$ cat src/rtl/rt_frame_scheduler_pkg.sv
// Shared types and constants for the ray-tracer frame scheduler.
package rt_frame_scheduler_pkg;

    // Width of one light-position component.
    localparam int LOC_W = 32;

    // Reset light position: cube root of 2 in unsigned Q16.16 (1.259921 * 65536).
    localparam logic [LOC_W-1:0] QCBRT_2 = 32'h0001_428A;

    // Light position bundle.
    typedef struct packed {
        logic [LOC_W-1:0] x;
        logic [LOC_W-1:0] y;
        logic [LOC_W-1:0] z;
    } vec3_t;

    // Frame sequencing states.
    typedef enum logic [2:0] {
        ST_IDLE      = 3'd0,
        ST_FSTART    = 3'd1,
        ST_WAIT_CRED = 3'd2,
        ST_RUN       = 3'd3,
        ST_DRAIN     = 3'd4,
        ST_FDONE     = 3'd5
    } sched_state_t;

    // Bits needed to hold a coordinate in 0..n-1 (at least one bit).
    function automatic int coord_width(input int n);
        return (n > 1) ? $clog2(n) : 1;
    endfunction

endpackage

$ cat src/rtl/rt_frame_scheduler_credit_counter.sv
// Saturating up/down counter of free framebuffer row buffers.
module rt_credit_counter #(
    parameter int CREDITS = 2,
    localparam int CNT_W  = $clog2(CREDITS + 1)
) (
    input  logic             clk,
    input  logic             rst,
    input  logic             take,
    input  logic             give,
    output logic             avail,
    output logic [CNT_W-1:0] count
);

    logic [CNT_W-1:0] count_reg;

    // A credit arriving this cycle can be spent this cycle, so a stalled row
    // issues on the cycle right after the return pulse.
    assign avail = (count_reg != '0) || give;
    assign count = count_reg;

    // Take and give together cancel; a give at full count is dropped.
    always_ff @(posedge clk) begin
        if (rst) begin
            count_reg <= CNT_W'(CREDITS);
        end else if (take && !give && (count_reg != '0)) begin
            count_reg <= count_reg - CNT_W'(1);
        end else if (give && !take && (count_reg != CNT_W'(CREDITS))) begin
            count_reg <= count_reg + CNT_W'(1);
        end
    end

endmodule

$ cat src/rtl/rt_frame_scheduler.sv
// Frame/row sequencer for the ray-tracer pixel pipeline: issues rows of run
// strobes gated by framebuffer credits and holds the light position per frame.
module rt_frame_scheduler
    import rt_frame_scheduler_pkg::*;
#(
    parameter int X_PIXELS  = 320,
    parameter int Y_PIXELS  = 240,
    parameter int PIPE_LEN  = 23,
    parameter int CREDITS   = 2,
    parameter int LOC_WIDTH = 32    // must equal LOC_W (vec3_t field width)
) (
    input  logic                              clk,
    input  logic                              rst,
    input  logic                              enable_i,
    input  logic                              fb_row_free_i,
    input  logic [LOC_WIDTH-1:0]              l_loc_x_i,
    input  logic [LOC_WIDTH-1:0]              l_loc_y_i,
    input  logic [LOC_WIDTH-1:0]              l_loc_z_i,
    output logic                              run_o,
    output logic [coord_width(X_PIXELS)-1:0]  x_coord_o,
    output logic [coord_width(Y_PIXELS)-1:0]  y_coord_o,
    output logic                              row_start_o,
    output logic                              frame_start_o,
    output logic                              frame_done_o,
    output logic [LOC_WIDTH-1:0]              l_loc_x_o,
    output logic [LOC_WIDTH-1:0]              l_loc_y_o,
    output logic [LOC_WIDTH-1:0]              l_loc_z_o,
    output logic                              busy_o
);

    localparam int X_W     = coord_width(X_PIXELS);
    localparam int Y_W     = coord_width(Y_PIXELS);
    localparam int DRAIN_W = coord_width(PIPE_LEN);
    localparam int CNT_W   = $clog2(CREDITS + 1);

    sched_state_t     state_reg;
    logic [X_W-1:0]   x_reg;
    logic [Y_W-1:0]   y_reg;
    logic [DRAIN_W-1:0] drain_reg;
    logic             run_reg;
    logic             row_start_reg;
    logic             frame_start_reg;
    logic             frame_done_reg;
    logic             busy_reg;
    vec3_t            light_reg;

    logic             credit_avail;
    logic [CNT_W-1:0] credit_count;
    logic             credit_overflow_reg;
    logic             issue;

    // A row is issued on the WAIT_CRED cycle that sees a credit.
    assign issue = (state_reg == ST_WAIT_CRED) && credit_avail;

    rt_credit_counter #(
        .CREDITS (CREDITS)
    ) u_credit (
        .clk   (clk),
        .rst   (rst),
        .take  (issue),
        .give  (fb_row_free_i),
        .avail (credit_avail),
        .count (credit_count)
    );

    // Sticky record of a credit return while every row buffer was already free.
    always_ff @(posedge clk) begin
        if (rst) begin
            credit_overflow_reg <= 1'b0;
        end else begin
            credit_overflow_reg <= credit_overflow_reg
                                 | (fb_row_free_i && !issue && (credit_count == CNT_W'(CREDITS)));
        end
    end

    // Frame FSM; every output is registered alongside the state transition.
    always_ff @(posedge clk) begin
        if (rst) begin
            state_reg       <= ST_IDLE;
            x_reg           <= '0;
            y_reg           <= '0;
            drain_reg       <= '0;
            run_reg         <= 1'b0;
            row_start_reg   <= 1'b0;
            frame_start_reg <= 1'b0;
            frame_done_reg  <= 1'b0;
            busy_reg        <= 1'b0;
            light_reg       <= '{x: QCBRT_2, y: QCBRT_2, z: QCBRT_2};
        end else begin
            row_start_reg   <= 1'b0;
            frame_start_reg <= 1'b0;
            frame_done_reg  <= 1'b0;
            case (state_reg)
                ST_IDLE: begin
                    if (enable_i) begin
                        state_reg       <= ST_FSTART;
                        frame_start_reg <= 1'b1;
                        busy_reg        <= 1'b1;
                    end
                end
                ST_FSTART: begin
                    light_reg <= '{x: l_loc_x_i, y: l_loc_y_i, z: l_loc_z_i};
                    x_reg     <= '0;
                    y_reg     <= '0;
                    state_reg <= ST_WAIT_CRED;
                end
                ST_WAIT_CRED: begin
                    if (credit_avail) begin
                        state_reg     <= ST_RUN;
                        run_reg       <= 1'b1;
                        row_start_reg <= 1'b1;
                    end
                end
                ST_RUN: begin
                    if (x_reg == X_W'(X_PIXELS - 1)) begin
                        x_reg   <= '0;
                        run_reg <= 1'b0;
                        if (y_reg == Y_W'(Y_PIXELS - 1)) begin
                            // Last pixel issued: count PIPE_LEN cycles to the done pulse.
                            state_reg <= ST_DRAIN;
                            drain_reg <= DRAIN_W'(PIPE_LEN - 2);
                        end else begin
                            y_reg     <= y_reg + Y_W'(1);
                            state_reg <= ST_WAIT_CRED;
                        end
                    end else begin
                        x_reg <= x_reg + X_W'(1);
                    end
                end
                ST_DRAIN: begin
                    if (drain_reg == '0) begin
                        state_reg      <= ST_FDONE;
                        frame_done_reg <= 1'b1;
                    end else begin
                        drain_reg <= drain_reg - DRAIN_W'(1);
                    end
                end
                ST_FDONE: begin
                    if (enable_i) begin
                        state_reg       <= ST_FSTART;
                        frame_start_reg <= 1'b1;
                    end else begin
                        state_reg <= ST_IDLE;
                        busy_reg  <= 1'b0;
                    end
                end
                default: begin
                    state_reg <= ST_IDLE;
                    run_reg   <= 1'b0;
                    busy_reg  <= 1'b0;
                end
            endcase
        end
    end

    assign run_o         = run_reg;
    assign x_coord_o     = x_reg;
    assign y_coord_o     = y_reg;
    assign row_start_o   = row_start_reg;
    assign frame_start_o = frame_start_reg;
    assign frame_done_o  = frame_done_reg;
    assign busy_o        = busy_reg;
    assign l_loc_x_o     = light_reg.x;
    assign l_loc_y_o     = light_reg.y;
    assign l_loc_z_o     = light_reg.z;

endmodule

$ cat config.mk
export PLATFORM = sky130hd
export DESIGN_NAME = rt_frame_scheduler
export DESIGN_NICKNAME = d
export VERILOG_FILES = /design/src/rtl/rt_frame_scheduler_pkg.sv /design/src/rtl/rt_frame_scheduler_credit_counter.sv /design/src/rtl/rt_frame_scheduler.sv
export SDC_FILE = /design/constraint.sdc
export NUM_CORES = 1
export LEC_CHECK = 0
export CAP_MARGIN = 25
export CORE_UTILIZATION = 43
export CTS_BUF_LIST = sky130_fd_sc_hd__clkbuf_4
export CTS_CLUSTER_SIZE = 25
export DETAILED_ROUTE_END_ITERATION = 12
export GPL_ROUTABILITY_DRIVEN = 0
export GPL_TIMING_DRIVEN = 0
export HOLD_SLACK_MARGIN = 0.02
export PLACE_DENSITY = 0.82
export SYNTH_ARGS = -nofsm -noshare
export SYNTH_HDL_FRONTEND = slang
export SYNTH_SLANG_ARGS = --single-unit
$ cat constraint.sdc
create_clock -name clk -period 2.16 [get_ports clk]
set_input_delay 0.216 -clock clk [delete_from_list [all_inputs] [get_ports clk]]
set_output_delay 0.216 -clock clk [all_outputs]
set_load 0.005 [all_outputs]
Word level (Yosys, flattened, before mapping)
Cells that the tools add are included.
Widths: inputs -> output; s select.
{"block": "op_classes", "mux": 27, "addsub": 5, "eq_ne": 16, "reduce_logical": 25, "bitwise": 5}
{"operator": "$ne 2x2->1 const B", "n": 9}
{"operator": "$pmux 3 s6", "n": 1}
{"operator": "$pmux 9 s2", "n": 1}
{"operator": "$mux 8", "n": 2}
{"operator": "$pmux 8 s2", "n": 1}
{"operator": "$mux 3", "n": 5}
{"operator": "$mux 5", "n": 3}
{"operator": "$pmux 5 s2", "n": 1}
{"operator": "$add 9x1->9 const B", "n": 1}
{"operator": "$eq 9x9->1 const B", "n": 1}
{"operator": "$mux 9", "n": 1}
{"operator": "$reduce_and 3->1", "n": 3}
{"operator": "$add 8x1->8 const B", "n": 1}
{"operator": "$eq 8x8->1 const B", "n": 1}
{"operator": "$mux 1", "n": 8}
{"operator": "$reduce_and 4->1", "n": 2}
{"operator": "$reduce_bool 2->1", "n": 4}
{"operator": "$reduce_or 2->1", "n": 4}
{"operator": "$reduce_or 4->1", "n": 2}
{"operator": "$eq 3x2->1 const B", "n": 2}
{"operator": "$eq 3x3->1 const B", "n": 2}
{"operator": "$pmux 1 s3", "n": 2}
{"operator": "$logic_and 1x1->1", "n": 5}
{"operator": "$logic_not 5->1", "n": 1}
{"operator": "other kinds (9)", "n": 15}
{"block": "word_totals", "input_bits": 100, "register_bits": 128, "word_cells": 91, "out_inout_bits": 118}

Depth between registers and ports, before layout
Gate-level depths: netlist of run 1.
{"block": "logic_depth", "word_depth": 8, "mapped_depth": 7, "mapped_depth_nobuf": 6}

Modules after synthesis
Synthesis of run 1 repeated with hierarchy kept, for this count alone.
{"block": "hier_totals", "hier_cells": 643, "hier_area_um2": 5084.9}
{"module": "rt_frame_scheduler", "n_inst": 1, "cells_each": 629, "seq_area_each_um2": 2522.4, "area_each_um2": 4964.8}
{"module": "rt_credit_counter", "n_inst": 1, "cells_each": 14, "seq_area_each_um2": 40.0, "area_each_um2": 120.1}

Worst setup path after synthesis of run 1
No wires, ideal clock.
{"block": "synth_timing", "kind": "register to register", "start": "register x_reg[0] (netlist: x_coord_o[0])", "end": "register y_reg[2] (netlist: y_coord_o[2])", "arrival_ps": 1765, "required_ps": 2025, "setup_ps": 135, "n_path_buf": 1, "stages_incl_launch_ff": 7, "path_slack_ps": 259, "cell_sequence": "dfxtp_1 ha_1 nand3_1 or4_4 buf_4 o311ai_0 o41ai_1"}
{"block": "synth_between", "elab_chain_len": 3}
{"item": "start, declared", "line": "rt_frame_scheduler.sv:37", "source": "logic [X_W-1:0] x_reg;"}
{"item": "start signal, assigned", "line": "rt_frame_scheduler.sv:127", "source": "x_reg <= x_reg + X_W'(1);"}
{"item": "$eq 9x9->1", "line": "rt_frame_scheduler.sv:115", "source": "if (x_reg == X_W'(X_PIXELS - 1)) begin"}
{"item": "$ne 2x2->1 (no source line)"}
{"item": "$reduce_and 3->1 (no source line)"}
{"item": "end signal, assigned", "line": "rt_frame_scheduler.sv:123", "source": "y_reg <= y_reg + Y_W'(1);"}
{"item": "end, declared", "line": "rt_frame_scheduler.sv:38", "source": "logic [Y_W-1:0] y_reg;"}
No other way between the ends.
A chain may end at the register's enable or synchronous reset.

Final worst setup path of run 1
{"block": "layout_timing", "start": "register y_reg[0] (netlist: y_coord_o[0])", "end": "register y_reg[3] (netlist: y_coord_o[3])"}
{"block": "layout_between", "elab_chain_len": 4}
{"item": "$add 8x1->8", "line": "rt_frame_scheduler.sv:123"}
{"item": "$mux 8", "line": "rt_frame_scheduler.sv:118", "source": "if (y_reg == Y_W'(Y_PIXELS - 1)) begin"}
{"item": "$mux 8", "line": "rt_frame_scheduler.sv:115"}
{"item": "$pmux 8 s2", "line": "rt_frame_scheduler.sv:93", "source": "case (state_reg)"}
Several ways; a longest one is shown, not always the timed one. The select of a mux whose other input is x is not followed.

==> results of run 1 <==
[report_power, final]
part / internal [mW] / switching [mW] / leakage (nW)
Sequential: 2.56 / 0.110 / 1.04
Combinational: 0.665 / 0.559 / 1.64
Clock: 0.628 / 0.820 / 0.141
Total: 3.85 / 1.49 / 2.82
[layout make-up]
cell class              count  area [sq um]
plain buffers              41           170
inverters                   8          30.0
well taps                 140           175
clock buffers              23           173
clock inverters             8          66.3
fillers                   891          3440
multi-input cells         438          2180
repair buffers            219          2180
flip-flops and latches    128          2560
[logic make-up after synthesis]
family,Yosys count,synth area share [%]
and+or+nand+nor,301,27.2
DFF,128,52.1
AOI/OAI and AO/OA,127,14.6
buffers and inverters,49,3.97
xor gates and xnor gates,1,0.178
adders and majority gates,3,0.763
muxes,6,1.25
[layout by cell type (no fill, tap or decap), drive strengths merged, types with 2 or more instances in the layout]
master,synthesis,layout
clkdlybuf4s50,0,216
nand2,210,210
dfxtp,128,128
a21oi,92,92
clkbuf,32,54
nand3,28,28
buf,9,13
nor2,11,11
inv,8,8
o21ai,8,8
or3,6,6
nand4,6,6
clkinv,0,6
nor2b,5,5
mux2i,5,5
or4,5,5
a31oi,4,4
nor3,4,4
nand2b,3,3
or2,3,3
o211a,3,3
and3,3,3
nand3b,3,3
o211ai,3,3
o31ai,3,3
a22oi,3,3
ha,3,3
nor3b,3,3
nor4,3,3
and4,2,2
a31o,2,2
a211oi,2,2
o31a,2,2
[worst min-delay path, stage by stage]
cell and delay (ps):
clkdlybuf4s50_1 390, nand2_1 60, a21oi_1 50
[worst max path at each step]
| stage | startpoint | to | slack (ps) |
|---|---|---|---|
| final | y_coord_o[0] | y_coord_o[3] | 110 |
| after global routing | state_reg[1] | l_loc_x_o[14] | 6 |
| after CTS | x_coord_o[0] | y_coord_o[7] | 4 |
| after detailed placement | state_reg[0] | l_loc_z_o[18] | -130 |
| after global placement | state_reg[0] | l_loc_z_o[26] | -80 |
| after floorplan | x_coord_o[0] | y_coord_o[2] | 260 |
[layer usage]
layer,GRT usage [%],part of all wire [%],vias up
li1,-,-,2551
met4,8.49,2.0,0
met3,11.4,11,27
met1,26.9,37,2374
met2,44.7,50,224
met5,0,0,-
[what timing repair did]
item / 4_1_cts / 5_1_grt
cloned: 0 / 0
gates resized for setup: 2 / 11
setup endpoints to repair: 43 / 56
setup buffers: 0 / 3
==> impl_metrics.yaml, run 1 <==
floorplanning:
  boundaryPins: 218
  coreArea_sq_um: 11000
  fp-row-count: 38
  die_h_um: 109
  die_w_um: 109
  start_util_pct: 44.8
  die_area_sq_um: 11900
synthesis:
  async_flop_share_pct: 0
  ys_seq_elements: 128
  synth_flop_cell: "dfxtp_1"
  synthTopCellsByArea: "dfxtp_1 (52%), nand2_1 (16%), a21oi_1 (9.4%), nand3_1 (2.8%), clkbuf_1 (2.4%)"
  ys_seq_area_share_pct: 52.1
  synth-edff-count: 0
  ys_types: 48
  yosysMostFrequentCell: "nand2_1"
  avgSynthCellArea_sq_um: 8.00
  synth_cells: 615
  yosys_warnings: 0
  yosysTopAreaCellShare_pct: 52.1
  yosysTopAreaCell: "dfxtp_1"
  syn_area_sq_um: 4920
  synth_fp_nets: 718
  synth_common_cells: "nand2_1 (210), dfxtp_1 (128), a21oi_1 (92)"
global_route:
  grt_overflow_total: 0
  antenna_found_initial: 0
  grt_pass1_vias: 4982
  grt_first_pass_wirelength_um: 23300
  grt_max_degree: 17
  grt.total_usage_pct: 25.4
sta:
  worst_slew_pin_slew_ps: 642
  clock-skew-final_ps: 15.7
  whs_ps: 230
  fmax_ghz: 0.487
  finalHoldViolCount: 0
  rsz0062_at_grt: "no"
  fin_crit_sh_pct: 95.1
  setup_tns_ps: 0
  worst_slack_ps: 106
  slew_violations: 0
  setup_violations: 0
  min_period_ps: 2050
  slew_headroom_pct: 57.2
final_layout:
  stdcell_count: 1005
  diodes: 0
  layout-drive-gt1-share_pct: 6.82
  finish.utilization_pct: 68.7
  syn2layout_area_growth_pct: 53.3
  fin_area_sq_um: 7540
  nNetsFinal: 956
detailed_routing:
  drtPass1Iterations: 4
  ant_nets: 0
  wirelength_um: 15000
  drtIter0Drc: 367
  wire_per_inst_um: 14.9
  drc: 0
  via_per_inst: 5.15
  via_count: 5176
pwr:
  irDropWorstVdd_v: 0.000556
  p_leak_nw: 2.82
  cellPowerDensity_nw_per_um2: 708
  power_mw: 5.34
clock_network:
  cts-buffers-inserted: 17
  cts.sinks: 128
  cts_tree: "built"
  path_clk_slew_ps: 110
  cts_hold_buf: 0
  clockBufferDepth: 2
  insertion_delay_ps: 520
  cts_max_level: 4
  root_buffer: "clkbuf_4"
critical_path:
  arrival_ps: 2510
  critPathMaxStageDelay_ps: 550
  crit_family: "simple AND/OR/NAND/NOR gates"
  crit_type: "register to register"
  cp_max_fo: 10
  cpMaxStageDelayCell: "or4_1"
  cp_cell_sequence: "ha_1 -> and3_1 -> and4_1 -> clkbuf_1 -> or4_1 -> a21oi_1"
  r2r_cells: 6
  reg2reg_slack_ps: 110
  required_ps: 2620
  r2r-end: "y_coord_o[3]"
  crit_cells: 6
  reg2reg_from: "y_coord_o[0]"
  crit_path_end_kind: "register"
  cp_num_buf_inv: 1
  start_kind: "register"
worst_hold_path:
  hold_class: "primary input to register"
  worstHoldPathCells: 3
  whs_endpoint: "l_loc_x_o[19]"
  min_from: "l_loc_x_i[19]"
place:
  placed_cells: 971
  dp_hpwl_um: 11300
  io_buffers: 216
  placed_area_sq_um: 7260
  dpl_worst_slack_ps: -126
run:
  cap_violations: 0
outcome:
  status: "finished clean"
Power figures use the tool's default switching activity.
==> run 2: changes to the inputs <==
--- a/config.mk
+++ b/config.mk
@@ -5,15 +5,17 @@
 export SDC_FILE = /design/constraint.sdc
 export NUM_CORES = 1
 export LEC_CHECK = 0
+export ABC_AREA = 1
 export CAP_MARGIN = 25
-export CORE_UTILIZATION = 43
+export CORE_UTILIZATION = 44
 export CTS_BUF_LIST = sky130_fd_sc_hd__clkbuf_4
 export CTS_CLUSTER_SIZE = 25
 export DETAILED_ROUTE_END_ITERATION = 12
 export GPL_ROUTABILITY_DRIVEN = 0
 export GPL_TIMING_DRIVEN = 0
 export HOLD_SLACK_MARGIN = 0.02
-export PLACE_DENSITY = 0.82
+export PLACE_DENSITY = 0.83
+export RECOVER_POWER = 25
 export SYNTH_ARGS = -nofsm -noshare
 export SYNTH_HDL_FRONTEND = slang
 export SYNTH_SLANG_ARGS = --single-unit
==> run 2 against run 1 <==
  * Global-route usage fell by 0.12 points
  * Register-to-register slack improved by 260 ps
  * Clock power rose by 13%
  * Critical path type unchanged
  * Highest routed layer unchanged
==> impl_metrics.yaml, run 2 <==
global_route:
  grtUsageMet1_pct: 28.9
  antenna_found_initial: 0
  busiest_layer: "met2"
  grt_max_degree: 17
  grt.total_usage_pct: 25.3
  met2_usage_pct: 41.1
  grt_first_pass_wirelength_um: 23000
  grt_pass1_vias: 4834
  met3_usage_pct: 10.8
  grt_overflow_total: 0
clock_network:
  post-cts-setup-buffers: 0
  cts-buffers-inserted: 17
  cts_hold_buf: 0
  cts_tree: "built"
  cts.sinks: 128
  insertion_delay_ps: 540
  cts-resized-gates: 0
  path_clk_slew_ps: 110
  cts_max_level: 4
  clockBufferDepth: 2
  root_buffer: "clkbuf_4"
sta:
  clock-skew-final_ps: 15.0
  slew_violations: 0
  whs_ps: 214
  min_period_ps: 1800
  fmax_ghz: 0.557
  rsz0062_at_grt: "no"
  worst_slew_pin_slew_ps: 613
  setup_violations: 0
  setup_tns_ps: 0
  slew_headroom_pct: 59.2
  finalHoldViolCount: 0
  fin_crit_sh_pct: 83.1
critical_path:
  cp_max_fo: 10
  crit_path_end_kind: "register"
  crit_type: "register to register"
  required_ps: 2620
  arrival_ps: 2250
  start_kind: "register"
synthesis:
  ys_seq_area_share_pct: 50.8
  ys_seq_elements: 128
  yosysMostFrequentCell: "nand2_1"
  synth-edff-count: 0
  yosysTopAreaCellShare_pct: 50.8
  synth_flop_cell: "dfxtp_1"
  async_flop_share_pct: 0
  ys_types: 32
  syn_area_sq_um: 5040
  yosysTopAreaCell: "dfxtp_1"
  synth_cells: 681
  synth_fp_nets: 784
  synth_common_cells: "nand2_1 (261), dfxtp_1 (128), a21oi_1 (101)"
  synthTopCellsByArea: "dfxtp_1 (51%), nand2_1 (19%), a21oi_1 (10%), nand3_1 (4.1%), inv_1 (2.5%)"
  avgSynthCellArea_sq_um: 7.41
  yosys_warnings: 0
floorplanning:
  die_w_um: 109
  start_util_pct: 45.9
  boundaryPins: 218
  die_area_sq_um: 11900
  coreArea_sq_um: 11000
  fp-row-count: 38
  die_h_um: 109
final_layout:
  stdcell_count: 1069
  layout_commonest_cell: "nand2_1"
  syn2layout_area_growth_pct: 51.6
  nNetsFinal: 1019
  layout-drive-gt1-share_pct: 6.46
  layout_common_cells: "nand2_1 (261), clkdlybuf4s50_1 (216), dfxtp_1 (128), a21oi_1 (101), nand3_1 (41)"
  diodes: 0
pwr:
  swShare_pct: 28.9
  power.share.clock_pct: 28.6
  p_sw_mw: 1.66
  cellPowerDensity_nw_per_um2: 752
  share_seq_of_total_power_pct: 47.2
  irDropWorstVdd_v: 0.000515
  p_leak_nw: 2.95
  combPwrFrac_pct: 24.2
  p_int_mw: 4.09
detailed_routing:
  via_count: 5159
  drtPass1Iterations: 5
  drc: 0
  ant_nets: 0
  wirelength_um: 14600
  drtIter0Drc: 279
  wire_per_inst_um: 13.7
  via_per_inst: 4.83
place:
  placed_cells: 1037
  dp_hpwl_um: 10800
  io_buffers: 216
worst_hold_path:
  hold_class: "primary input to register"
outcome:
  status: "finished clean"
run:
  cap_violations: 0
-- run 2: cell count changes after synthesis, sizes merged, moves of 4 or more --
cell and change:
inv +30, nor2 +27, nand4 -4, nand2 +57
nor2b -5, or4 -5, a21oi +10, clkbuf -19
o21ai +4, nand3 +15, buf +13, mux2i -5
or3 -6
-- run 2: cells by family (layout without fill, tap and decap cells) --
group / after synthesis / count (layout) / synth area share (%)
AOI/OAI and AO/OA: 118 / 118 / 12.2
xor gates and xnor gates: 2 / 2 / 0.347
adders and majority gates: 3 / 3 / 0.744
buffers and inverters: 73 / 321 / 6.40
DFF: 128 / 128 / 50.8
and+or+nand+nor: 357 / 357 / 29.5
-- run 2: layer usage --
metal	up-vias	routed length, um
met5	-	0
met4	0	238
met3	17	1330
met2	187	7090
met1	2307	5950
li1	2648	-
-- run 2: metrics by stage --
step	setup WS [ps]	utilization, %	cell area (sq um)	total power [mW]
after floorplan	702	-	5040	3.38
after global placement	341	67.2	7380	4.14
after detailed placement	364	67.2	7380	4.17
after CTS	362	69.7	7660	5.81
after global routing	144	69.6	7650	6.08
final	364	69.6	7650	5.75
-- run 2: worst paths after layout --
kind	to	cells after the start	from	slack, ps
max	l_loc_z_o[19]	8	state_reg[0]	360
min reg2reg	l_loc_y_o[4]	2	l_loc_y_o[4]	470
min	l_loc_x_o[8]	3	l_loc_x_i[8]	210
max reg2reg	l_loc_z_o[19]	8	state_reg[0]	360
-- run 2: final cells by class --
type / count / area [sq um]
fill: 910 / 3340
clock buffer: 17 / 128
inverter: 38 / 143
sequential: 128 / 2560
clock inverter: 15 / 150
timing repair buffer: 216 / 2160
buffer: 35 / 170
multi-input combinational: 480 / 2160
tap: 140 / 175
-- run 2: worst max-delay path, cell delays in order (launching register included) --
cell      delay [ps]
dfxtp_1          400
inv_1            120
nor2_4           130
nand2_4          100
inv_2            120
clkbuf_1         360
buf_4            250
nand2_1           80
a21oi_1          160
-- run 2: power by group through the flow --
| stage | sequential (mW) | combinational, mW | clock [mW] |
|---|---|---|---|
| 2_1_floorplan | 2.77 | 0.608 | 0 |
| 3_3_place_gp | 2.76 | 1.39 | 0 |
| 3_5_place_dp | 2.76 | 1.40 | 0 |
| 4_1_cts | 2.71 | 1.41 | 1.68 |
| 5_1_grt | 2.74 | 1.55 | 1.79 |
| 6_report | 2.72 | 1.39 | 1.64 |
==> run 3: changes to the inputs <==
==> constraint.sdc (replaced) <==
create_clock -name clk -period 1.8 [get_ports clk]
set_input_delay 0.18 -clock clk [delete_from_list [all_inputs] [get_ports clk]]
set_output_delay 0.18 -clock clk [all_outputs]
set_load 0.005 [all_outputs]
==> run 3 against run 2 <==
  * First-iteration DRC count increased by 17%
  * Global-route usage stayed put
  * Wire length rose by 0.31%
  * Hold slack worse by 38 ps
  * Via count about the same
  * Register-to-register slack got worse by 200 ps
  * Core utilization increased by 0.19 points
  * Combinational power up 21%
  * Critical path type is now register to primary output
  * Critical endpoint is now y_coord_o[2]
==> impl_metrics.yaml, run 3 (same netlist as run 2, synthesis figures left out) <==
outcome:
  status: "finished clean"
detailed_routing:
  via_count: 5163
  wire_per_inst_um: 13.7
  drtPass1Iterations: 4
  wirelength_um: 14700
  drc: 0
  via_per_inst: 4.83
  ant_nets: 0
  drtIter0Drc: 327
final_layout:
  syn2layout_area_growth_pct: 52.0
  nNetsFinal: 1019
  stdcell_count: 1069
  layout-drive-gt1-share_pct: 7.21
  layout_commonest_cell: "nand2_1"
  layout_common_cells: "nand2_1 (261), clkdlybuf4s50_1 (216), dfxtp_1 (126), a21oi_1 (101), nand3_1 (40)"
  diodes: 0
global_route:
  grt_first_pass_wirelength_um: 23000
  antenna_found_initial: 0
  grt.total_usage_pct: 25.3
  grt_pass1_vias: 4834
  grt_max_degree: 17
  grt_overflow_total: 0
floorplanning:
  boundaryPins: 218
  start_util_pct: 45.9
  die_h_um: 109
  die_w_um: 109
  die_area_sq_um: 11900
  fp-row-count: 38
  coreArea_sq_um: 11000
critical_path:
  crit_type: "register to primary output"
  cpMaxStageDelayCell: "clkdlybuf4s50_1"
  cp_max_fo: 6
  required_ps: 1620
  cp_cell_sequence: "clkdlybuf4s50_1"
  arrival_ps: 1500
  crit_path_end_kind: "primary output"
  crit_family: "buffers and inverters"
  start_kind: "register"
  critPathMaxStageDelay_ps: 540
  cp_num_buf_inv: 1
sta:
  setup_tns_ps: 0
  fin_crit_sh_pct: 93.4
  fmax_ghz: 0.595
  finalHoldViolCount: 0
  rsz0062_at_grt: "no"
  min_period_ps: 1680
  setup_violations: 0
  worst_slew_pin_slew_ps: 619
  slew_headroom_pct: 58.7
  slew_violations: 0
  clock-skew-final_ps: 15.3
clock_network:
  cts-buffers-inserted: 17
  cts_tree: "built"
  cts_max_level: 4
  cts.sinks: 128
  clockBufferDepth: 2
  cts_hold_buf: 0
  root_buffer: "clkbuf_4"
  insertion_delay_ps: 540
  path_clk_slew_ps: 110
pwr:
  cellPowerDensity_nw_per_um2: 901
  irDropWorstVdd_v: 0.000618
  p_leak_nw: 2.97
place:
  placed_cells: 1037
  io_buffers: 216
  dp_hpwl_um: 10800
run:
  cap_violations: 0
worst_hold_path:
  hold_class: "primary input to register"
## run 3: routing by layer
| metal | routed length, um | vias to the layer above | global-route usage [%] |
|---|---|---|---|
| met5 | 0 | - | 0 |
| met4 | 362 | 0 | 11.3 |
| met3 | 1340 | 31 | 10.8 |
| met2 | 6960 | 187 | 41.1 |
| met1 | 6000 | 2296 | 28.9 |
| li1 | - | 2649 | - |
## run 3: metrics by stage
stage	hold slack [ps]	power [mW]	worst slack, ps	area [sq um]	utilization, %
6_report	176	6.91	119	7670	69.8
4_1_cts	121	6.97	38.5	7660	69.7
5_1_grt	132	7.30	3.76	7670	69.8
2_1_floorplan	293	4.06	342	5040	-
3_5_place_dp	453	5.00	40.4	7380	67.2
3_3_place_gp	450	4.97	16.5	7380	67.2
## run 3: final cells by class
class,count,area (sq um)
Tap cell,140,175
Buffer,35,179
Multi-Input combinational cell,480,2170
Clock buffer,17,128
Timing Repair Buffer,216,2160
Inverter,38,143
Sequential cell,128,2560
Fill cell,905,3310
Clock inverter,15,150
## run 3: where the power goes
part / total [mW] / switching, mW / leakage [nW] / internal (mW)
sequential: 3.26 / 0.157 / 1.05 / 3.10
combinational: 1.68 / 0.790 / 1.78 / 0.892
clock: 1.97 / 1.05 / 0.142 / 0.925
total: 6.91 / 1.99 / 2.97 / 4.92
## run 3: worst paths after layout
check                           cells past startpoint  slack (ps)    startpoint            end
worst min-delay path                                3         180  l_loc_x_i[8]   l_loc_x_o[8]
worst max register to register                      5         160  state_reg[2]  l_loc_z_o[19]
worst max-delay path                                1         120  y_coord_o[2]   y_coord_o[2]
worst min register to register                      2         470  l_loc_y_o[4]   l_loc_y_o[4]
## run 3: worst register-to-register path: cells and delay by family (launching register included)
family	cells	cell delay, ps
AOI/OAI and AO/OA	1	200
buffers and inverters	2	580
DFF	1	480
and+or+nand+nor	2	310
## run 3: repair_timing
item,4_1_cts,5_1_grt
setup buffers,0,0
endpoints found under the setup margin,0,10
gates resized for setup,0,4
endpoints found under the hold margin,0,0
